<file path="src/rtl/mod_barrett_param_gen_32b.sv">
// Barrett constant generator for a 32-bit modulus.
// Computes K = bit length of M and U = floor(2^(2K) / M) with a bit-serial
// restoring divider, one quotient bit per cycle, behind a start/done handshake.
module mod_barrett_param_gen_32b (
   input  logic        iClk,
   input  logic        iRstN,
   input  logic        iStart,
   input  logic [31:0] iMod,
   output logic        oBusy,
   output logic        oDone,
   output logic        oErr,
   output logic [5:0]  oK,
   output logic [63:0] oU
);

   localparam int unsigned MW = 32;          // modulus width
   localparam int unsigned KW = 6;           // bit-length width
   localparam int unsigned UW = 64;          // quotient / U width
   localparam int unsigned CW = 7;           // step counter width (max 65)
   localparam int unsigned TW = MW + 1;      // partial remainder after shift-in

   localparam logic [1:0] S_IDLE = 2'd0;
   localparam logic [1:0] S_NORM = 2'd1;
   localparam logic [1:0] S_DIV  = 2'd2;
   localparam logic [1:0] S_DONE = 2'd3;

   logic [1:0]    state_q, state_d;
   logic [MW-1:0] m_q, m_d;
   logic [MW-1:0] rem_q, rem_d;
   logic [UW-1:0] quo_q, quo_d;
   logic [CW-1:0] cnt_q, cnt_d;
   logic [KW-1:0] k_q, k_d;
   logic          first_q, first_d;
   logic          zwait_q, zwait_d;
   logic          busy_q, busy_d;
   logic          done_q, done_d;
   logic          err_q, err_d;
   logic [KW-1:0] ko_q, ko_d;
   logic [UW-1:0] uo_q, uo_d;

   logic [KW-1:0] k_enc;
   logic [TW-1:0] t_val;
   logic [TW-1:0] diff;
   logic          ge;
   logic [UW-1:0] quo_next;

   assign oBusy = busy_q;
   assign oDone = done_q;
   assign oErr  = err_q;
   assign oK    = ko_q;
   assign oU    = uo_q;

   // Priority encoder: K = index of the most significant set bit + 1
   always_comb begin
      k_enc = '0;
      for (int i = 0; i < int'(MW); i++) begin
         if (m_q[i]) k_enc = KW'(i + 1);
      end
   end

   // One restoring step: shift in the dividend bit (a single leading 1), compare, subtract.
   // The remainder stays below M, so it fits in 32 bits between steps.
   always_comb begin
      t_val    = {rem_q, first_q};
      ge       = (t_val >= {1'b0, m_q});
      diff     = t_val - {1'b0, m_q};
      quo_next = UW'({quo_q, ge});
   end

   // Next-state and output logic
   always_comb begin
      state_d = state_q;
      m_d     = m_q;
      rem_d   = rem_q;
      quo_d   = quo_q;
      cnt_d   = cnt_q;
      k_d     = k_q;
      first_d = first_q;
      zwait_d = zwait_q;
      busy_d  = busy_q;
      done_d  = 1'b0;
      err_d   = err_q;
      ko_d    = ko_q;
      uo_d    = uo_q;

      case (state_q)
         S_IDLE: begin
            if (iStart) begin
               m_d     = iMod;
               zwait_d = 1'b0;
               busy_d  = 1'b1;
               state_d = S_NORM;
            end
         end
         S_NORM: begin
            if (m_q == '0) begin
               // Zero modulus spends one extra NORM cycle so the error lands two cycles after acceptance
               if (zwait_q) begin
                  done_d  = 1'b1;
                  err_d   = 1'b1;
                  ko_d    = '0;
                  uo_d    = '0;
                  state_d = S_DONE;
               end else begin
                  zwait_d = 1'b1;
               end
            end else begin
               k_d     = k_enc;
               rem_d   = '0;
               quo_d   = '0;
               cnt_d   = CW'({k_enc, 1'b0}) + CW'(1);
               first_d = 1'b1;
               state_d = S_DIV;
            end
         end
         S_DIV: begin
            rem_d   = ge ? MW'(diff) : MW'(t_val);
            quo_d   = quo_next;
            first_d = 1'b0;
            cnt_d   = cnt_q - CW'(1);
            if (cnt_q == CW'(1)) begin
               done_d  = 1'b1;
               err_d   = 1'b0;
               ko_d    = k_q;
               uo_d    = quo_next;
               state_d = S_DONE;
            end
         end
         S_DONE: begin
            busy_d  = 1'b0;
            state_d = S_IDLE;
         end
         default: begin
            busy_d  = 1'b0;
            state_d = S_IDLE;
         end
      endcase
   end

   // State and datapath registers with asynchronous abort
   always_ff @(posedge iClk or negedge iRstN) begin
      if (!iRstN) begin
         state_q <= S_IDLE;
         m_q     <= '0;
         rem_q   <= '0;
         quo_q   <= '0;
         cnt_q   <= '0;
         k_q     <= '0;
         first_q <= 1'b0;
         zwait_q <= 1'b0;
         busy_q  <= 1'b0;
         done_q  <= 1'b0;
         err_q   <= 1'b0;
         ko_q    <= '0;
         uo_q    <= '0;
      end else begin
         state_q <= state_d;
         m_q     <= m_d;
         rem_q   <= rem_d;
         quo_q   <= quo_d;
         cnt_q   <= cnt_d;
         k_q     <= k_d;
         first_q <= first_d;
         zwait_q <= zwait_d;
         busy_q  <= busy_d;
         done_q  <= done_d;
         err_q   <= err_d;
         ko_q    <= ko_d;
         uo_q    <= uo_d;
      end
   end

endmodule

</file>
<file path="config.mk">
export PLATFORM = sky130hd
export DESIGN_NAME = mod_barrett_param_gen_32b
export DESIGN_NICKNAME = d
export VERILOG_FILES = /design/src/rtl/mod_barrett_param_gen_32b.sv
export SDC_FILE = /design/constraint.sdc
export NUM_CORES = 1
export LEC_CHECK = 0
export BUFFER_PORTS_ARGS = -buffer_cell sky130_fd_sc_hd__buf_2
export CORE_ASPECT_RATIO = 1.5
export CORE_MARGIN = 2
export CORE_UTILIZATION = 40
export DETAILED_ROUTE_END_ITERATION = 6
export SLEW_MARGIN = 20
export SYNTH_ARGS = -nofsm -noshare
export SYNTH_HDL_FRONTEND = slang
export SYNTH_SLANG_ARGS = --single-unit
</file>
<file path="constraint.sdc">
create_clock -name iClk -period 6.8 [get_ports iClk]
set_clock_uncertainty 0.2 [all_clocks]
set_input_delay 0.68 -clock iClk [delete_from_list [all_inputs] [get_ports iClk]]
set_output_delay 0.68 -clock iClk [all_outputs]
set_load 0.01 [all_outputs]
</file>
==> flow_results.org <==
** Status
- Result of the run :: finished, final reports clean

** Routing
- Summed over all layers, the routed wires come to 24.3 mm.
- Final antenna-violating net count :: 0
- Total vias in the final route :: 8,051
- DR vias/cell :: 5.40
- Detailed route wirelength on metal3 :: 842 µm
- DR WL/cell :: 16.3 µm
- After detailed routing, the number of remaining DRC violations is 0.
- The first detailed-routing pass took 6 iterations.
- M1 wire length :: 10.7 mm
- Top routing layer in use :: met4
- Initial DRC count :: 306
- Met2 wire length :: 12.3 mm

** GRT
- Sum of overflow across all layers after global routing :: 0
- Across every metal layer, demand over resource in global routing totals 0.177.
- The first global-routing pass estimated 40.4 mm of wire.
- Vias in the first global route :: 8,074
- Number of antenna violations at the first check in global routing :: 0
- Pin count of the biggest net entering global routing :: 141

** Place
- After legalization and detailed placement, the total HPWL measured 16.2 mm.
- Number of I/O port buffers :: 107
- Cell total after placement :: 1,448
- GP Congestion :: 0.888
- OpenSTA, run right after detailed placement, puts the worst setup slack at 2760 ps.

** Logic synthesis
- Number of warning messages in the yosys log :: 0
- By count the netlist is led by sky130_fd_sc_hd__dfrtp_1 (217), sky130_fd_sc_hd__nand2_1 (197), sky130_fd_sc_hd__o21ai_1 (102), sky130_fd_sc_hd__a22o_1 (64), sky130_fd_sc_hd__a21oi_1 (41).
- Cell Area, Synth :: 10,600 µm²
- The number of nets in the synthesized netlist is 1,126.
- Most repeated cell in the gate-level netlist after synthesis :: sky130_fd_sc_hd__dfrtp_1
- In this run, synthesis produced a sequential element count of 217.
- Yosys top cell by area :: sky130_fd_sc_hd__dfrtp_1
- In the post-synthesis netlist, the biggest area contributors are sky130_fd_sc_hd__dfrtp_1 (51%), sky130_fd_sc_hd__nand2_1 (7.0%), sky130_fd_sc_hd__a22o_1 (5.3%), sky130_fd_sc_hd__o21ai_1 (4.8%), sky130_fd_sc_hd__ha_1 (4.5%).
- Of the post-synthesis cell area, the dominant cell type holds 0.512.
- Average cell area after synthesis :: 10.1 µm²
- Ys flop type :: sky130_fd_sc_hd__dfrtp_1
- After synthesis, the netlist uses 64 different library cells.
- Count of flip-flops with a built-in enable after synthesis :: 0
- Share of synthesized area occupied by flip-flops and latches :: 0.512
- In the synthesized netlist the async set-or-reset flop fraction comes to 1.00.
- Counting every instance in the synthesized netlist gives 1,052.

** Worst setup path
- Cell at the slowest stage of the critical path :: sky130_fd_sc_hd__a221oi_4
- Capturing element type of the critical path :: flip-flop
- The worst register-to-register path has a setup slack of 2720 ps.
- Biggest fanout along the worst timing path :: 18
- The worst register-to-register path begins at m_q[10]$_DFFE_PN0P_.
- Crit path from :: m_q[10]$_DFFE_PN0P_
- Sort of element at the start of the critical path :: flip-flop
- At the worst endpoint, the required time is 6940 ps.
- The critical path ends at rem_q[2]$_DFFE_PN0P_.
- CP arrival :: 4220 ps
- Depth of the worst register-to-register path :: 12
- Walking the worst path, the cells encountered are inv_1 -> ha_1 -> a21o_1 -> a21o_1 -> a2111oi_4 -> nor2_1 -> a21oi_2 -> o21ai_2 -> a221oi_4 -> buf_4 -> mux2i_1 -> o21ai_1.
- The setup path with the least slack is of type reg -> reg.
- Max incr delay on CP :: 800 ps
- Counting stages on the worst path, the most repeated cell is sky130_fd_sc_hd__a21o_1.
- Worst R2R End :: rem_q[2]$_DFFE_PN0P_

** Clocking
- The number of setup buffers added after CTS is 0.
- The tree is rooted in a sky130_fd_sc_hd__clkbuf_16.
- Clock Latency Late Sink :: 500 ps
- Clock-pin transition on the worst setup and hold timing paths :: 60 ps
- Clock sink count :: 217
- In this run the number of H-tree levels came out at 1.
- After clock tree synthesis, the repair step resized 0 gates.
- The clock passes through at most 3 buffers.
- Buffers inserted during clock tree synthesis total 23.
- TritonCTS clock tree :: done

** Power and ir drop
- Summed over all cells, the static leakage comes to 5.96 nW.
- Power spread over the standard cell area amounts to 214 nW/µm².
- The completed layout was analyzed and its total power is 2.62 mW.
- Max VDD drop :: 173 µV

** STA
- Slew at the pin closest to its max-slew limit :: 1110 ps
- Setup violations remaining at the end of the flow were counted as 0.
- The worst path meets setup with 2720 ps of slack.
- In the finished design, the share of the clock period the worst path needs comes to 0.600.
- Final period demand of the worst path :: 4080 ps
- Setup repair after global routing left no endpoint under its margin.
- The final count of pins violating max slew came to 0.
- Headroom to the max-slew limit :: 0.258
- Final-report hold violation count :: 0
- Summed over all failing endpoints, the final setup total negative slack is 0 ps.
- Static timing analysis puts the maximum clock frequency at 0.245 GHz.

** Cells and area
- Number of diodes added for antenna fixing :: 0
- The area growth from synthesis to layout is 15.2%.
- At the end of the flow, the number of nets in the layout was 1,212.
- Proportion of layout cells with a drive suffix above 1 :: 0.179
- Final Core Density :: 0.464
- The count of cells in the finished layout, fillers not included, comes to 1,491.

** Floorplanning
- Die area :: 27,900 µm²
- For this configuration, the core starts out at a cell density of 0.403.
- Core Rows :: 73
- Die width :: 137 µm
- In this run the vertical extent of the chip is 203 µm.
- Placeable core area :: 26,300 µm²
- Number of primary I/O pins :: 108

** Flow run
- Max-cap viol count :: 0

** Worst hold path
- The min-delay analysis places its worst path in the category in -> reg.
cell type report:
class	count	area, µm²
fill	2524	14100
tap	337	422
timing repair buffer	117	643
multi-input combinational	739	4790
clock buffer	29	658
clock inverter	12	125
sequential	217	5430
inverter	40	150
report_power, final:
group	total [mW]	leakage (nW)	internal, mW	switching [mW]
Clock	1.29	0.389	0.764	0.524
Combinational	0.0374	2.82	0.00984	0.0276
Sequential	1.29	2.75	1.29	0
Total	2.62	5.96	2.06	0.552
worst min-delay path by stage:
stage                             startpoint              endpoint  cells after the start
after global routing                 iMod[2]    m_q[2]$_DFFE_PN0P_                      2
after detailed placement  oU[63]$_DFFE_PN0P_    oU[63]$_DFFE_PN0P_                      2
after CTS                              iRstN    oU[20]$_DFFE_PN0P_                      1
after floorplan                        iRstN  cnt_q[0]$_DFFE_PN0P_                      0
after global placement    oU[27]$_DFFE_PN0P_    oU[27]$_DFFE_PN0P_                      2
final                                iMod[2]    m_q[2]$_DFFE_PN0P_                      2
cell families (layout without fill, tap and decap cells):
logic type / after synthesis / after routing / share of synthesized area
compound gates: 322 / 322 / 0.202
simple gates: 293 / 293 / 0.120
flops: 217 / 217 / 0.512
buf+inv: 96 / 198 / 0.0383
mux: 58 / 58 / 0.0590
fa+ha+maj: 39 / 39 / 0.0467
xor+xnor: 27 / 27 / 0.0223
flip-flops by register name (all words and copies together) (netlist names), 2 cells and up:
signal	flops
k_q	6
m_q	32
state_q	2
rem_q	32
cnt_q	7
quo_q	63
oU	64
oK	6
through the flow:
step | hold slack, ps | area, µm²
6_report | 209 | 12200
5_1_grt | 192 | 12200
4_1_cts | 170 | 12200
3_5_place_dp | 270 | 11400
3_3_place_gp | 262 | 11400
2_1_floorplan | 184 | 10600
metal layers:
| metal | global-route usage | up-vias |
|---|---|---|
| li1 | - | 3918 |
| met1 | 0.228 | 3974 |
| met4 | 0.0401 | 0 |
| met2 | 0.311 | 132 |
| met3 | 0.0236 | 27 |
| met5 | 0 | - |
layout by cell type (no fill, tap or decap), drive strengths merged, types with 5 or more instances in the layout:
master	instances
o21ai	138
nor2b	11
nand3	8
xor2	12
nor4	9
a311oi	5
and3	5
a32oi	9
inv	41
a22o	64
dfrtp	217
ha	38
a21o	11
a21oi	42
a31oi	5
nor3	12
mux2i	22
xnor2	15
mux2	36
clkbuf	29
buf	116
nand2b	6
nor2	27
nand2	198
clkinv	7
o21a	12
critical path, delay by kind of cell (launching register included):
| family | cells | cell delay, ps |
|---|---|---|
| compound gates | 7 | 2030 |
| buf+inv | 2 | 530 |
| flops | 1 | 410 |
| fa+ha+maj | 1 | 370 |
| mux | 1 | 260 |
| simple gates | 1 | 120 |
timing repair:
action	in CTS	in global routing
hold endpoints to repair	0	27
hold buffers	0	1
endpoints found under the setup margin	0	0
Power figures use the tool's default switching activity.
